--- src/rtl/if_fetch_stage.sv ---
// Instruction-fetch stage: issues req/ack reads for the current PC, loads the
// IF/ID register, parks one instruction in a skid buffer while decode stalls,
// and drops in-flight fetches on branch/jump flush.
//
// state   | meaning
// --------+-----------------------------------------------------------
// S_REQ   | normal fetch; request issued for pc when aligned
// S_DROP  | a killed request is still outstanding; its data is discarded
// S_STALL | a fetched instruction is parked in the skid buffer
module if_fetch_stage #(
    parameter int TIMEOUT = 255
) (
    input  logic        clk,
    input  logic        rst,
    input  logic [31:0] pc,
    output logic        pc_hold,
    output logic        imem_req,
    output logic [31:0] imem_addr,
    input  logic        imem_ack,
    input  logic [31:0] imem_rdata,
    input  logic        id_stall,
    input  logic        flush,
    output logic        if_valid,
    output logic [31:0] if_instr,
    output logic [31:0] if_pc,
    output logic [31:0] if_pc_plus4,
    output logic        fetch_err
);

    typedef enum logic [1:0] {
        S_REQ   = 2'd0,
        S_DROP  = 2'd1,
        S_STALL = 2'd2
    } state_t;

    localparam logic [7:0] TO_LIM = 8'(TIMEOUT);

    state_t      r_state;
    state_t      w_state_nxt;

    logic        r_if_valid;
    logic [31:0] r_if_instr;
    logic [31:0] r_if_pc;
    logic [31:0] r_if_pc_plus4;
    logic [31:0] r_skid_instr;
    logic [31:0] r_skid_pc;
    logic [31:0] r_addr_q;
    logic [7:0]  r_to_cnt;
    logic        r_fetch_err;
    // Fetching halts after a misaligned PC until a flush redirects it.
    logic        r_halt;

    logic        w_misaligned;
    logic        w_accept;
    logic        w_if_hold;
    logic        w_to_hit;

    assign w_misaligned = (pc[1:0] != 2'b00);
    assign w_if_hold    = r_if_valid && id_stall;

    // Next-state decode plus the memory request / PC hold outputs.
    always_comb begin
        w_state_nxt = r_state;
        imem_req    = 1'b0;
        imem_addr   = pc;
        case (r_state)
            S_REQ:   imem_req = !w_misaligned && !r_halt;
            S_DROP: begin
                imem_req  = 1'b1;
                imem_addr = r_addr_q;
            end
            S_STALL: imem_req = 1'b0;
            default: imem_req = 1'b0;
        endcase

        w_accept = (r_state == S_REQ) && imem_req && imem_ack && !flush;
        pc_hold  = !w_accept;

        if (flush) begin
            // An unanswered request must still be drained before refetching.
            w_state_nxt = (imem_req && !imem_ack) ? S_DROP : S_REQ;
        end else begin
            case (r_state)
                S_REQ:   if (w_accept && w_if_hold) w_state_nxt = S_STALL;
                S_DROP:  if (imem_ack) w_state_nxt = S_REQ;
                S_STALL: if (!w_if_hold) w_state_nxt = S_REQ;
                default: w_state_nxt = S_REQ;
            endcase
        end
    end

    // State register.
    always_ff @(posedge clk) begin
        if (rst) r_state <= S_REQ;
        else     r_state <= w_state_nxt;
    end

    // IF/ID register and skid buffer, in flush > hold > unpark > accept order.
    always_ff @(posedge clk) begin
        if (rst) begin
            r_if_valid    <= 1'b0;
            r_if_instr    <= '0;
            r_if_pc       <= '0;
            r_if_pc_plus4 <= '0;
            r_skid_instr  <= '0;
            r_skid_pc     <= '0;
        end else if (flush) begin
            r_if_valid    <= 1'b0;
            r_skid_instr  <= '0;
            r_skid_pc     <= '0;
        end else if (w_if_hold) begin
            if (w_accept) begin
                r_skid_instr <= imem_rdata;
                r_skid_pc    <= pc;
            end
        end else if (r_state == S_STALL) begin
            r_if_valid    <= 1'b1;
            r_if_instr    <= r_skid_instr;
            r_if_pc       <= r_skid_pc;
            r_if_pc_plus4 <= r_skid_pc + 32'd4;
        end else if (w_accept) begin
            r_if_valid    <= 1'b1;
            r_if_instr    <= imem_rdata;
            r_if_pc       <= pc;
            r_if_pc_plus4 <= pc + 32'd4;
        end else begin
            r_if_valid    <= 1'b0;
        end
    end

    // Remember the address of the request in flight so a drop can keep it stable.
    always_ff @(posedge clk) begin
        if (rst)                    r_addr_q <= '0;
        else if (r_state == S_REQ)  r_addr_q <= pc;
    end

    assign w_to_hit = imem_req && !imem_ack && (r_to_cnt != 8'hFF) &&
                      ((r_to_cnt + 8'd1) == TO_LIM);

    // Saturating wait counter, sticky error flag and misalignment halt.
    always_ff @(posedge clk) begin
        if (rst) begin
            r_to_cnt    <= '0;
            r_fetch_err <= 1'b0;
            r_halt      <= 1'b0;
        end else begin
            if (imem_ack)
                r_to_cnt <= '0;
            else if (imem_req && (r_to_cnt != 8'hFF))
                r_to_cnt <= r_to_cnt + 8'd1;

            if (w_to_hit || ((r_state == S_REQ) && w_misaligned))
                r_fetch_err <= 1'b1;

            if (flush)
                r_halt <= 1'b0;
            else if ((r_state == S_REQ) && w_misaligned)
                r_halt <= 1'b1;
        end
    end

    assign if_valid    = r_if_valid;
    assign if_instr    = r_if_instr;
    assign if_pc       = r_if_pc;
    assign if_pc_plus4 = r_if_pc_plus4;
    assign fetch_err   = r_fetch_err;

endmodule

--- config.mk ---
export PLATFORM = sky130hd
export DESIGN_NAME = if_fetch_stage
export DESIGN_NICKNAME = d
export VERILOG_FILES = /design/src/rtl/if_fetch_stage.sv
export SDC_FILE = /design/constraint.sdc
export NUM_CORES = 1
export LEC_CHECK = 0
export CORE_MARGIN = 10
export CORE_UTILIZATION = 51
export CTS_CLUSTER_DIAMETER = 40
export DETAILED_ROUTE_END_ITERATION = 10
export PLACE_DENSITY = 0.8
export RECOVER_POWER = 100
export SETUP_SLACK_MARGIN = 0.1
export SLEW_MARGIN = 20
export SYNTH_ARGS = -nofsm -noshare
export SYNTH_HDL_FRONTEND = slang
export SYNTH_SLANG_ARGS = --single-unit
--- constraint.sdc ---
create_clock -name clk -period 3.6 [get_ports clk]
set_clock_uncertainty 0.05 [all_clocks]
set_input_delay 0.36 -clock clk [delete_from_list [all_inputs] [get_ports clk]]
set_output_delay 0.36 -clock clk [all_outputs]
set_load 0.005 [all_outputs]
; ---- After elaboration in Yosys (flattened, before gate mapping)
; Cells that the tools add are included.
[classes]
mux = 16
n_reduce_logical = 25
addsub = 3
n_bitwise = 2
n_eq_ne = 7
[op_table]
columns = operator, n
row1 = 2-to-1 mux 32 bit, 7
row2 = "adder 32 x 3 -> 32 bit, second input constant", 2
row3 = logical AND 1 bit, 11
row4 = "!= test 3 bit, second input constant", 3
row5 = "adder 8 x 1 -> 8 bit, second input constant", 1
row6 = "equality test 8 bit, second input constant", 1
row7 = 2-to-1 mux 2 bit, 4
row8 = "!= test 8 bit, second input constant", 1
row9 = one-hot mux 2 bit (3 select lines), 1
row10 = AND reduction 3 bit, 2
row11 = logical NOT 1 bit, 5
row12 = nonzero test 2 bit, 2
row13 = OR reduction 2 bit, 2
row14 = 2-to-1 mux 1 bit, 3
row15 = "equality test 2 x 1 -> 1 bit, second input constant", 1
row16 = "equality test 2 bit, second input constant", 1
row17 = logical NOT 2 bit, 1
row18 = inverter 1 bit, 2
row19 = one-hot mux 1 bit (2 select lines), 1
row20 = AND reduction 2 bit, 1
row21 = logical OR 1 bit, 1
[totals]
reg_bits = 205
wordCells = 64

; ---- Logic depth before layout (Yosys ltp)
[depth]
depth_word = 11
depth_mapped = 15

; ---- Least setup slack after synthesis
; OpenSTA, ideal clock, no wires.
[synth_path]
kind = register -> register
startpoint = register r_state[1]
endpoint = register r_if_pc_plus4[22], in the netlist if_pc_plus4[22]
required_ns = 3.433
path_stages_with_launch = 16
path_buffers = 5
setup_time_ns = 0.117
slack_ns = 0.589
arrival_time_ns = 2.844
path_cell_list = dfxtp_1 -> nor2b_1 -> buf_4 -> buf_4 -> buf_2 -> buf_2 -> nand2_1 -> nand2_1 -> ha_1 -> nand3_1 -> nor3_1 -> o2111ai_1 -> clkbuf_1 -> nor3b_1 -> xnor2_1 -> a22o_1
[synth_via]
elab_chain_cells = 7
word_cells_on_any_way = 10
cone_classes = 2 x eq/ne / 2 x mux / 6 x reduce/logical
[synth_lines]
columns = element, line
row1 = from (decl), 38  ; state_t r_state;
row2 = from (signal assigned), 95  ; else r_state <= w_state_nxt;
row3 = equality test 2 x 1 -> 1 bit / logical NOT 2 bit (equally long branches), "66, 76"
row4 = one-hot mux 1 bit (2 select lines), 66  ; case (r_state)
row5 = logical AND 1 bit (3 in a row), 76  ; w_accept = (r_state == S_REQ) && imem_req && imem_ack && !flush;
row6 = nonzero test 2 bit (no source line), -
row7 = AND reduction 3 bit (no source line), -
row8 = to (signal assigned), 120  ; r_if_pc_plus4 <= r_skid_pc + 32'd4;
row9 = to (signal assigned), 125  ; r_if_pc_plus4 <= pc + 32'd4;
row10 = to (decl), 44  ; logic [31:0] r_if_pc_plus4;
; Parallel ways exist; a longest one is shown, timed or not.
; A chain may end at the register's enable or synchronous reset.

; ---- Final worst setup path
[layout_path]
startpoint = register r_state[0]
endpoint = output imem_addr[4]
[layout_via]
elab_chain_cells = 2
[layout_lines]
columns = element, line
row1 = equality test 2 x 1 -> 1 bit, 66
row2 = 2-to-1 mux 32 bit, 66
row3 = to (decl), 18  ; output logic [31:0] imem_addr,
; No other way between the ends.

==> results <==
-- registers in the layout, indices dropped and copies added, names as in the netlist, 2 cells and up --
name / flops
r_addr_q: 32
if_pc_plus4: 30
r_to_cnt: 8
r_skid_instr: 32
r_skid_pc: 32
if_instr: 32
if_pc: 32
r_state: 2
-- through the flow --
step	area [sq um]	total power (W)
6_report	12200	0.00562
5_1_grt	12200	0.00581
4_1_cts	12300	0.00567
3_5_place_dp	11300	0.00287
3_3_place_gp	11300	0.00286
2_1_floorplan	9150	0.00258
-- routing by layer --
metal | vias to the layer above | share of wire [%]
met4 | 0 | 1.8
met3 | 35 | 9.0
met1 | 4165 | 44
met5 | - | 0
met2 | 345 | 46
li1 | 4286 | -
-- cell usage in the layout, fill, tap and decap left out, types with 17 or more instances in the layout --
cell type and n:
sky130_fd_sc_hd__a211oi_1 27, sky130_fd_sc_hd__a21oi_1 116, sky130_fd_sc_hd__a311oi_1 35, sky130_fd_sc_hd__buf_4 21, sky130_fd_sc_hd__clkbuf_16 29, sky130_fd_sc_hd__clkdlybuf4s50_1 69
sky130_fd_sc_hd__dfxtp_1 203, sky130_fd_sc_hd__dlygate4sd3_1 130, sky130_fd_sc_hd__mux2_2 34, sky130_fd_sc_hd__mux2i_1 35, sky130_fd_sc_hd__nand2_1 327, sky130_fd_sc_hd__nand3_1 28
sky130_fd_sc_hd__nor2_1 87, sky130_fd_sc_hd__nor3_1 17
-- cells by family (layout without fill, tap and decap cells) --
logic type                 count (synthesis)  count (layout)  synth area share, %
and+or+nand+nor                          530             530                 24.8
AOI/OAI and AO/OA                        217             217                 15.2
DFF                                      203             203                 44.4
buffers and inverters                     93             284                 4.43
muxes                                     76              76                 9.27
xor gates and xnor gates                  15              15                 1.44
adders and majority gates                  3               3                0.410
-- critical path: stages, from the launching register on --
cell and delay, ns:
sky130_fd_sc_hd__dfxtp_1 0.50, sky130_fd_sc_hd__or2b_1 0.26, sky130_fd_sc_hd__clkbuf_2 0.48, sky130_fd_sc_hd__mux2_2 0.46, sky130_fd_sc_hd__dlygate4sd3_1 0.60
-- area by class of cell --
class	instances	area, sq um
repair buffers	229	2200
multi-input cells	841	4690
flip-flops and latches	203	4060
fillers	1415	5200
clock buffers	35	758
clock inverters	16	204
inverters	4	15.0
well taps	225	282
-- power groups by stage --
stage	Sequential, W	Clock [W]	Combinational, W
after floorplan	0.00238	0	0.000205
after global placement	0.00238	0	0.000486
after detailed placement	0.00238	0	0.000492
after CTS	0.00233	0.00284	0.000498
after global routing	0.00234	0.00296	0.000518
final	0.00233	0.00282	0.000476
-- worst max path at each step --
stage | end | cells after the start
after floorplan | if_pc_plus4[22] | 15
after global placement | if_pc_plus4[25] | 6
after detailed placement | if_pc_plus4[26] | 10
after CTS | if_pc_plus4[26] | 11
after global routing | imem_addr[6] | 4
final | imem_addr[4] | 4
==> parameters.txt <==
Parameter                              Value

GRT
  Overflow left after global routing ... 0
  Vias in the first global route ... 8,459
  Routing layer with the top usage in global route ... met2
  Met1 layer usage reported by global route ... 30.8%
  Met3 layer usage reported by global route ... 5.24%
  Number of antenna violations at the first check in global routing ... 0
  Total track usage ... 22.6%
  GR Util met2 ... 35.0%
  Maximum number of pins on one net before global-route repair ... 94
  Wire length of the first global-routing pass ... 45,200 um

Power and ir drop
  P_int ... 0.00432 W
  Static leakage ... 4.58 nW
  Fraction of power spent switching nets ... 23.2%
  Max VDD drop ... 0.000350 V
  Total power per unit cell area ... 460 mW/mm^2
  Switching power summed over all nets ... 0.00131 W
  Proportion of power drawn by flip-flops and latches ... 41.5%
  Part of the total power dissipated in the clock network ... 50.1%
  Power share of the combinational group ... 8.5%

Clock tree
  Clk root buf ... sky130_fd_sc_hd__clkbuf_16
  Clock buffer count from CTS ... 29
  Number of post-CTS setup repair buffers ... 0
  Post-CTS Hold Buffers ... 0
  Clk pin slew, worst setup/hold paths ... 0.06 ns
  Max Buffers Root-to-Sink ... 3
  H-Tree Level Count ... 1
  Clock tree from TritonCTS ... done
  Quantity of gates resized following cts ... 0
  Clock tree sinks ... 203
  Source-to-sink clock delay at the later pin of the worst-skew pair ... 0.52 ns

Job
  # Max-Cap Violations ... 1

Timing
  Fin. max-slew vios ... 34
  Min Hold Slack ... 0.301 ns
  Fraction of the cycle the final worst path needs ... 90.4%
  Worst path setup slack after routing ... 0.347 ns
  Worst slew pin tran ... 1.93 ns
  Final hold violations ... 0
  Number of setup violations in the final report ... 0
  Max Clk Rate ... 307 MHz
  Final sum of negative setup slack ... 0 ns
  Setup repair after global routing missed its margin ... false
  Final period demand of the worst path ... 3.25 ns
  Relative slew margins ... -28.8%

Synthesis
  Synth Net Count ... 1,209
  Yosys top cell by area ... sky130_fd_sc_hd__dfxtp_1
  Post-synthesis average cell area ... 8.05 sq um
  Ys flop type ... sky130_fd_sc_hd__dfxtp_1
  Cell types with the largest area share after synthesis ... sky130_fd_sc_hd__dfxtp_1, sky130_fd_sc_hd__nand2_1, sky130_fd_sc_hd__a21oi_1
  Dominant cell by count in the synthesized netlist ... sky130_fd_sc_hd__nand2_1
  Post-synthesis sequential area ratio ... 44.4%
  Synthesized netlist cell count ... 1,137
  Syn Std Cell Area ... 0.00915 sq mm
  Share of synthesized registers carrying an async set or reset ... 0%
  Count of flip-flops with a built-in enable after synthesis ... 0
  Unique masters post-synth ... 56
  Yosys reg bits ... 203
  Synth warn ... 0
  Portion of synthesized cell area occupied by the leading cell type ... 44.4%
  Commonest cells post-synth ... sky130_fd_sc_hd__nand2_1, sky130_fd_sc_hd__dfxtp_1, sky130_fd_sc_hd__a21oi_1

Status
  Failing checks ... max-capacitance violations, max-slew violations
  Outcome ... finished with violations

Placement
  RD Place Congestion ... 0.912
  Worst slack at placement ... 0.703 ns
  Detail Placement HPWL ... 19,600 um
  Total instance count after detailed placement ... 1,502
  Total of buffers placed on input and output ports ... 200

Detailed routing
  Via-to-Cell Ratio ... 5.69
  Detailed-route wire length per cell ... 18.2 um
  Via count ... 8,831
  First DRT Iteration DRCs ... 636
  Post-detailed-route count of antenna-violating nets ... 0
  First-pass DRT Iterations ... 5
  Post-detailed-route DRC marker count ... 0
  Routed wire length ... 28,300 um

Setup path
  Reg-to-reg endpoint ... if_pc_plus4[31]
  Timing startpoint of the critical path ... r_state[0]
  CP Launch Type ... flip-flop
  CP Data Required Time ... 3.19 ns
  Biggest fanout along the worst timing path ... 32
  Worst EP arrival ... 2.84 ns
  Worst-case reg-to-reg path depth ... 7
  Reg-to-Reg Start ... r_state[1]
  Critical path endpoint category ... primary output
  Minimum setup slack among reg-to-reg paths ... 0.51 ns
  Critical Setup Path Class ... reg2out

Die
  Chip width ... 154 um
  Area of the core region ... 0.0174 sq mm
  Effective utilization at floorplan ... 52.5%
  Height of the die ... 154 um
  Number of rows in the core area ... 48
  I/O pins ... 201
  Die area ... 0.0237 sq mm

Worst hold path
  Number of stages on the worst hold path ... 3
  Worst min-delay path category ... in2reg
  Start point of the worst min-delay path ... rst
  End of the worst hold path ... if_pc_plus4[17]

Final layout
  Cell Count, Final, Fillers Out ... 1,553
  Fraction of layout cells with a size suffix above 1 ... 9.34%
  Final cell utilization of the core ... 70.1%
  Number of nets in the finished design ... 1,380
  Antenna Diode Count ... 0
  Signed area change from the synthesized netlist to the final layout ... 33.5%
(Power assumes the default switching activity.)
==> edit 1: new RTL, same settings <==
Re-encode `state_t` (3 states) as one-hot, 3 bits wide.
--- a/src/rtl/if_fetch_stage.sv
+++ b/src/rtl/if_fetch_stage.sv
@@ -27,10 +27,10 @@
     output logic        fetch_err
 );
 
-    typedef enum logic [1:0] {
-        S_REQ   = 2'd0,
-        S_DROP  = 2'd1,
-        S_STALL = 2'd2
+    typedef enum logic [2:0] {
+        S_REQ   = 3'b001,
+        S_DROP  = 3'b010,
+        S_STALL = 3'b100
     } state_t;
 
     localparam logic [7:0] TO_LIM = 8'(TIMEOUT);
Function: same outputs for any inputs over 4 cycles, from zero or initial values and one cycle with rst high; so few cycles prove little.
==> edit 1 against the unedited design <==
- the flow still finishes with violations (max-capacitance violations, max-slew violations)
- wire length rose by 5.4%
- sequential cell count rose by 1
- worst setup slack got worse by 0.011 ns
- maximum frequency fell by 0.35%
- combinational power rose by 0.8%
- count of clock-buffer cells in the layout fell by 1
- power rose by 8.5%
- clock power rose by 16%
- final area rose by 4.2%
- synthesized area rose by 4.0%
- non-clock buffer count fell by 5
- register-to-register slack got worse by 0.16 ns
- critical path type unchanged
- largest power group unchanged
==> edit 1: results <==
outcome:
  failing_checks: "max-capacitance violations, max-slew violations"
  outcome: "complete, but fails checks"
critical_path:
  rrSetupSlack_ns: 0.35
  timing.critical_path.arrival_ns: 2.85
  timing.critical_path.fanout_max: 31
global_route:
  grt_use_met2_pct: 34.8
  pin_count_of_the_biggest_net_entering_global_routing: 91
  grt_use_met3_pct: 6.88
  global_route.usage.total_pct: 23.2
  met1_demand_to_capacity_share_in_global_routing_pct: 31.8
finish:
  post_route_cells_drive_above_1_share_pct: 9.69
  final-instance-count-excl-fill: 1612
  finish.net_count: 1431
  fillers: 1438
min_path:
  hp-start: "imem_rdata[20]"
  worstHoldEndpoint: "r_skid_instr[20]$_SDFFE_PP0P_"
synthesis:
  mappedNetlistNets: 1275
  syn_area_per_cell_sq_um: 7.91
  post_synth_xor_area_fraction_pct: 1.29
  synthTopCellsByCount: "324 x nand2_1, 204 x dfxtp_1, 112 x a21oi_1"
  yosysUniqueCellTypes: 65
  synthAdderAreaFrac_pct: 0.395
detailed_routing:
  drtIter0Drc: 862
  dr_total_vias: 9432
  routed_wire_length_per_instance_um: 18.5
place:
  pre_cts_ws_ns: 0.609
  detailed_place_hpwl_um: 20600
job:
  maxCapViolCount: 1
pwr:
  ir_worst_vdd_v: 0.000351
  total_leakage_power_nw: 4.63
cts:
  cts_buffer_count: 31
sta:
  pins_over_their_slew_limit: 91
  max-slew-margin-rel_pct: -20.4
edit 1: cell count changes after synthesis, sizes merged, moves of 7 or more:
cell	delta
nor4	+11
a211oi	-7
inv	+7
or3	+8
and3	-10
nor3b	+10
nand3b	+11
mux2i	-15
buf	+13
edit 1: cells by family (layout without fill, tap and decap cells):
family,after synthesis,in the layout
xor+xnor,14,14
flops,204,204
buf+inv,111,291
mux,60,60
compound gates,233,233
fa+ha+maj,3,3
simple gates,578,578
edit 1: area by class of cell:
class                      instances  share of cell area (%)
multi-input combinational        888                    39.1
tap                              229                    2.25
inverter                          10                   0.295
clock buffer                      34                    6.42
clock inverter                    23                    2.61
timing repair buffer             224                    17.3
sequential                       204                    32.1
edit 1: worst max-delay path by stage:
| stage | start | to | cells past startpoint | slack [ns] |
|---|---|---|---|---|
| final | r_state[1]$_SDFFE_PP0P_ | imem_addr[28] | 5 | 0.34 |
| after floorplan | r_state[1]$_SDFFE_PP0P_ | if_pc_plus4[30]$_SDFFE_PP0P_ | 15 | 0.46 |
| after CTS | r_state[1]$_SDFFE_PP0P_ | imem_addr[21] | 5 | 0.41 |
| after global routing | r_state[2]$_SDFFE_PP0P_ | if_pc[3]$_SDFFE_PP0P_ | 7 | 0.11 |
| after detailed placement | r_state[2]$_SDFFE_PP0P_ | if_pc_plus4[24]$_SDFFE_PP0P_ | 10 | 0.61 |
| after global placement | pc[6] | if_pc_plus4[21]$_SDFFE_PP0P_ | 7 | 0.70 |
edit 1: layer usage:
metal / vias to the layer above / wire [um]
li1: 4530 / -
met1: 4375 / 12700
met2: 478 / 13100
met3: 49 / 3470
met4: 0 / 640
met5: - / 0
edit 1: power breakdown:
group          switching, mW  internal [mW]
registers             0.0305           2.31
logic                  0.255          0.225
clock network           1.17           2.11
edit 1: stage by stage:
step	instance area (sq um)	utilization, %
floorplan	9510	-
global placement	11600	64.0
detailed placement	11600	64.0
CTS	12800	70.3
global route	12700	70.1
finish	12700	70.1
edit 1: worst max-delay path: stages (launching register included):
cell and delay [ns]:
dfxtp_1 0.45, nor2b_1 0.22, nor2b_4 0.25, buf_4 0.40, mux2_2 0.38, dlygate4sd3_1 0.59
==> edit 2: new RTL, same settings <==
Made on the original files. `TIMEOUT`: 255 -> 191.
--- a/src/rtl/if_fetch_stage.sv
+++ b/src/rtl/if_fetch_stage.sv
@@ -8,7 +8,7 @@
 // S_DROP  | a killed request is still outstanding; its data is discarded
 // S_STALL | a fetched instruction is parked in the skid buffer
 module if_fetch_stage #(
-    parameter int TIMEOUT = 255
+    parameter int TIMEOUT = 191
 ) (
     input  logic        clk,
     input  logic        rst,
Check against the original RTL: same outputs for any inputs over 4 cycles, from zero or initial values and one cycle with rst high; that may be too few to reach the edited logic, so the function may still have changed.
==> edit 2 against the unedited design <==
- largest cell class unchanged
- global-route usage shrank 0.56 points
- cell count about the same
- synthesized area grew 1.7%
- critical path depth is the same
- final area rose by 2.0%
- worst setup slack improved by 0.069 ns
- sequential cell count did not move
- critical path type unchanged
- wire length down 0.98%
- worst hold slack better by 0.042 ns
- maximum frequency grew 2.2%
- the run still ends with max-capacitance violations, max-slew violations left
- die area rose by 1.5%
- power is 8.7% higher
- register-to-register slack lost 0.06 ns
- utilization fell by 0.76 points
==> edit 2: results <==
global_route:
  global_route.usage.total_pct: 22.1
  global_route_wire_length_before_repair_um: 44800
  pin_count_of_the_biggest_net_entering_global_routing: 99
  vias_in_the_first_global_route: 8479
outcome:
  outcome: "complete, but fails checks"
  failing_checks: "max-capacitance violations, max-slew violations"
detailed_routing:
  route.detailed.vias_per_inst: 5.72
pwr:
  total_leakage_power_nw: 4.65
finish:
  fillers: 1438
  finish.net_count: 1372
sta:
  pins_over_their_slew_limit: 108
  max-slew-margin-rel_pct: -11.1
  whs_ns: 0.343
critical_path:
  r2r_cells: 6
  timing.rr.end: "if_pc_plus4[23]$_SDFFE_PP0P_"
  crit_start: "r_state[1]$_SDFFE_PP0P_"
  timing.critical_path.arrival_ns: 2.77
  critical_path.endpoint: "imem_addr[28]"
synthesis:
  yosysUniqueCellTypes: 57
  netlist_top_cells_area: "dfxtp_1 44%, nand2_1 13%, a21oi_1 6.0%, mux2_2 4.2%, mux2i_1 3.8%"
  synthTopCellsByCount: "315 x nand2_1, 203 x dfxtp_1, 112 x a21oi_1"
  yosysSeqAreaShare_pct: 43.7
min_path:
  hp-start: "imem_rdata[13]"
place:
  detailed_place_hpwl_um: 19000
cts:
  cts_buffer_count: 31
  worst_skew_pair.late_latency_ns: 0.56
job:
  maxCapViolCount: 3
-- edit 2: changes by cell type in the layout (fill, tap and decap cells not counted), sizes merged, moves of 5 or more --
cell,unedited run,this run
a2111oi,1,8
a311o,0,8
buf,22,12
clkdlybuf4s50,69,98
dlygate4sd3,130,101
inv,6,11
nand2,327,316
nand3,29,11
nand3b,3,15
nand4b,1,6
nor3b,3,22
o21ai,14,7
or4,8,3
-- edit 2: per-layer routing --
metal	part of all wire, %	wire length [um]	track usage [%]
met5	0	0	0
met4	2.5	688	7.29
met2	49	13700	36.7
met3	8.0	2250	5.18
met1	41	11400	27.4
-- edit 2: through the flow --
step	worst slack [ns]	cell area, sq um
2_1_floorplan	0.958	9310
3_3_place_gp	0.854	11400
3_5_place_dp	0.766	11400
4_1_cts	0.657	12500
5_1_grt	0.290	12500
6_report	0.416	12500
-- edit 2: cell type report --
class                   count  area [sq um]  share of cell area [%]
multi-input cells         839          4780                    38.4
repair buffers            220          2150                    17.2
flip-flops and latches    203          4060                    32.6
clock inverters            21           335                    2.69
clock buffers              37           828                    6.65
inverters                   5          18.8                   0.151
well taps                 229           287                    2.30
-- edit 2: cell families after synthesis --
logic type                 count (synthesis)  share of synthesized area, %
muxes                                     74                          8.59
buffers and inverters                     98                          4.83
xor gates and xnor gates                  16                          1.51
adders and majority gates                  3                         0.403
DFF                                      203                          43.7
AOI/OAI and AO/OA                        220                          15.4
and+or+nand+nor                          526                          25.6
-- edit 2: power breakdown --
part / internal, mW / switching [mW]
clock network: 2.17 / 1.14
logic: 0.234 / 0.236
registers: 2.30 / 0.0288
total: 4.71 / 1.41
-- edit 2: critical path, stage by stage, from the launching register on --
cell and delay (ns):
dfxtp_1 0.50, nand2b_1 0.15, clkbuf_2 0.66, mux2_2 0.41, clkdlybuf4s50_1 0.46
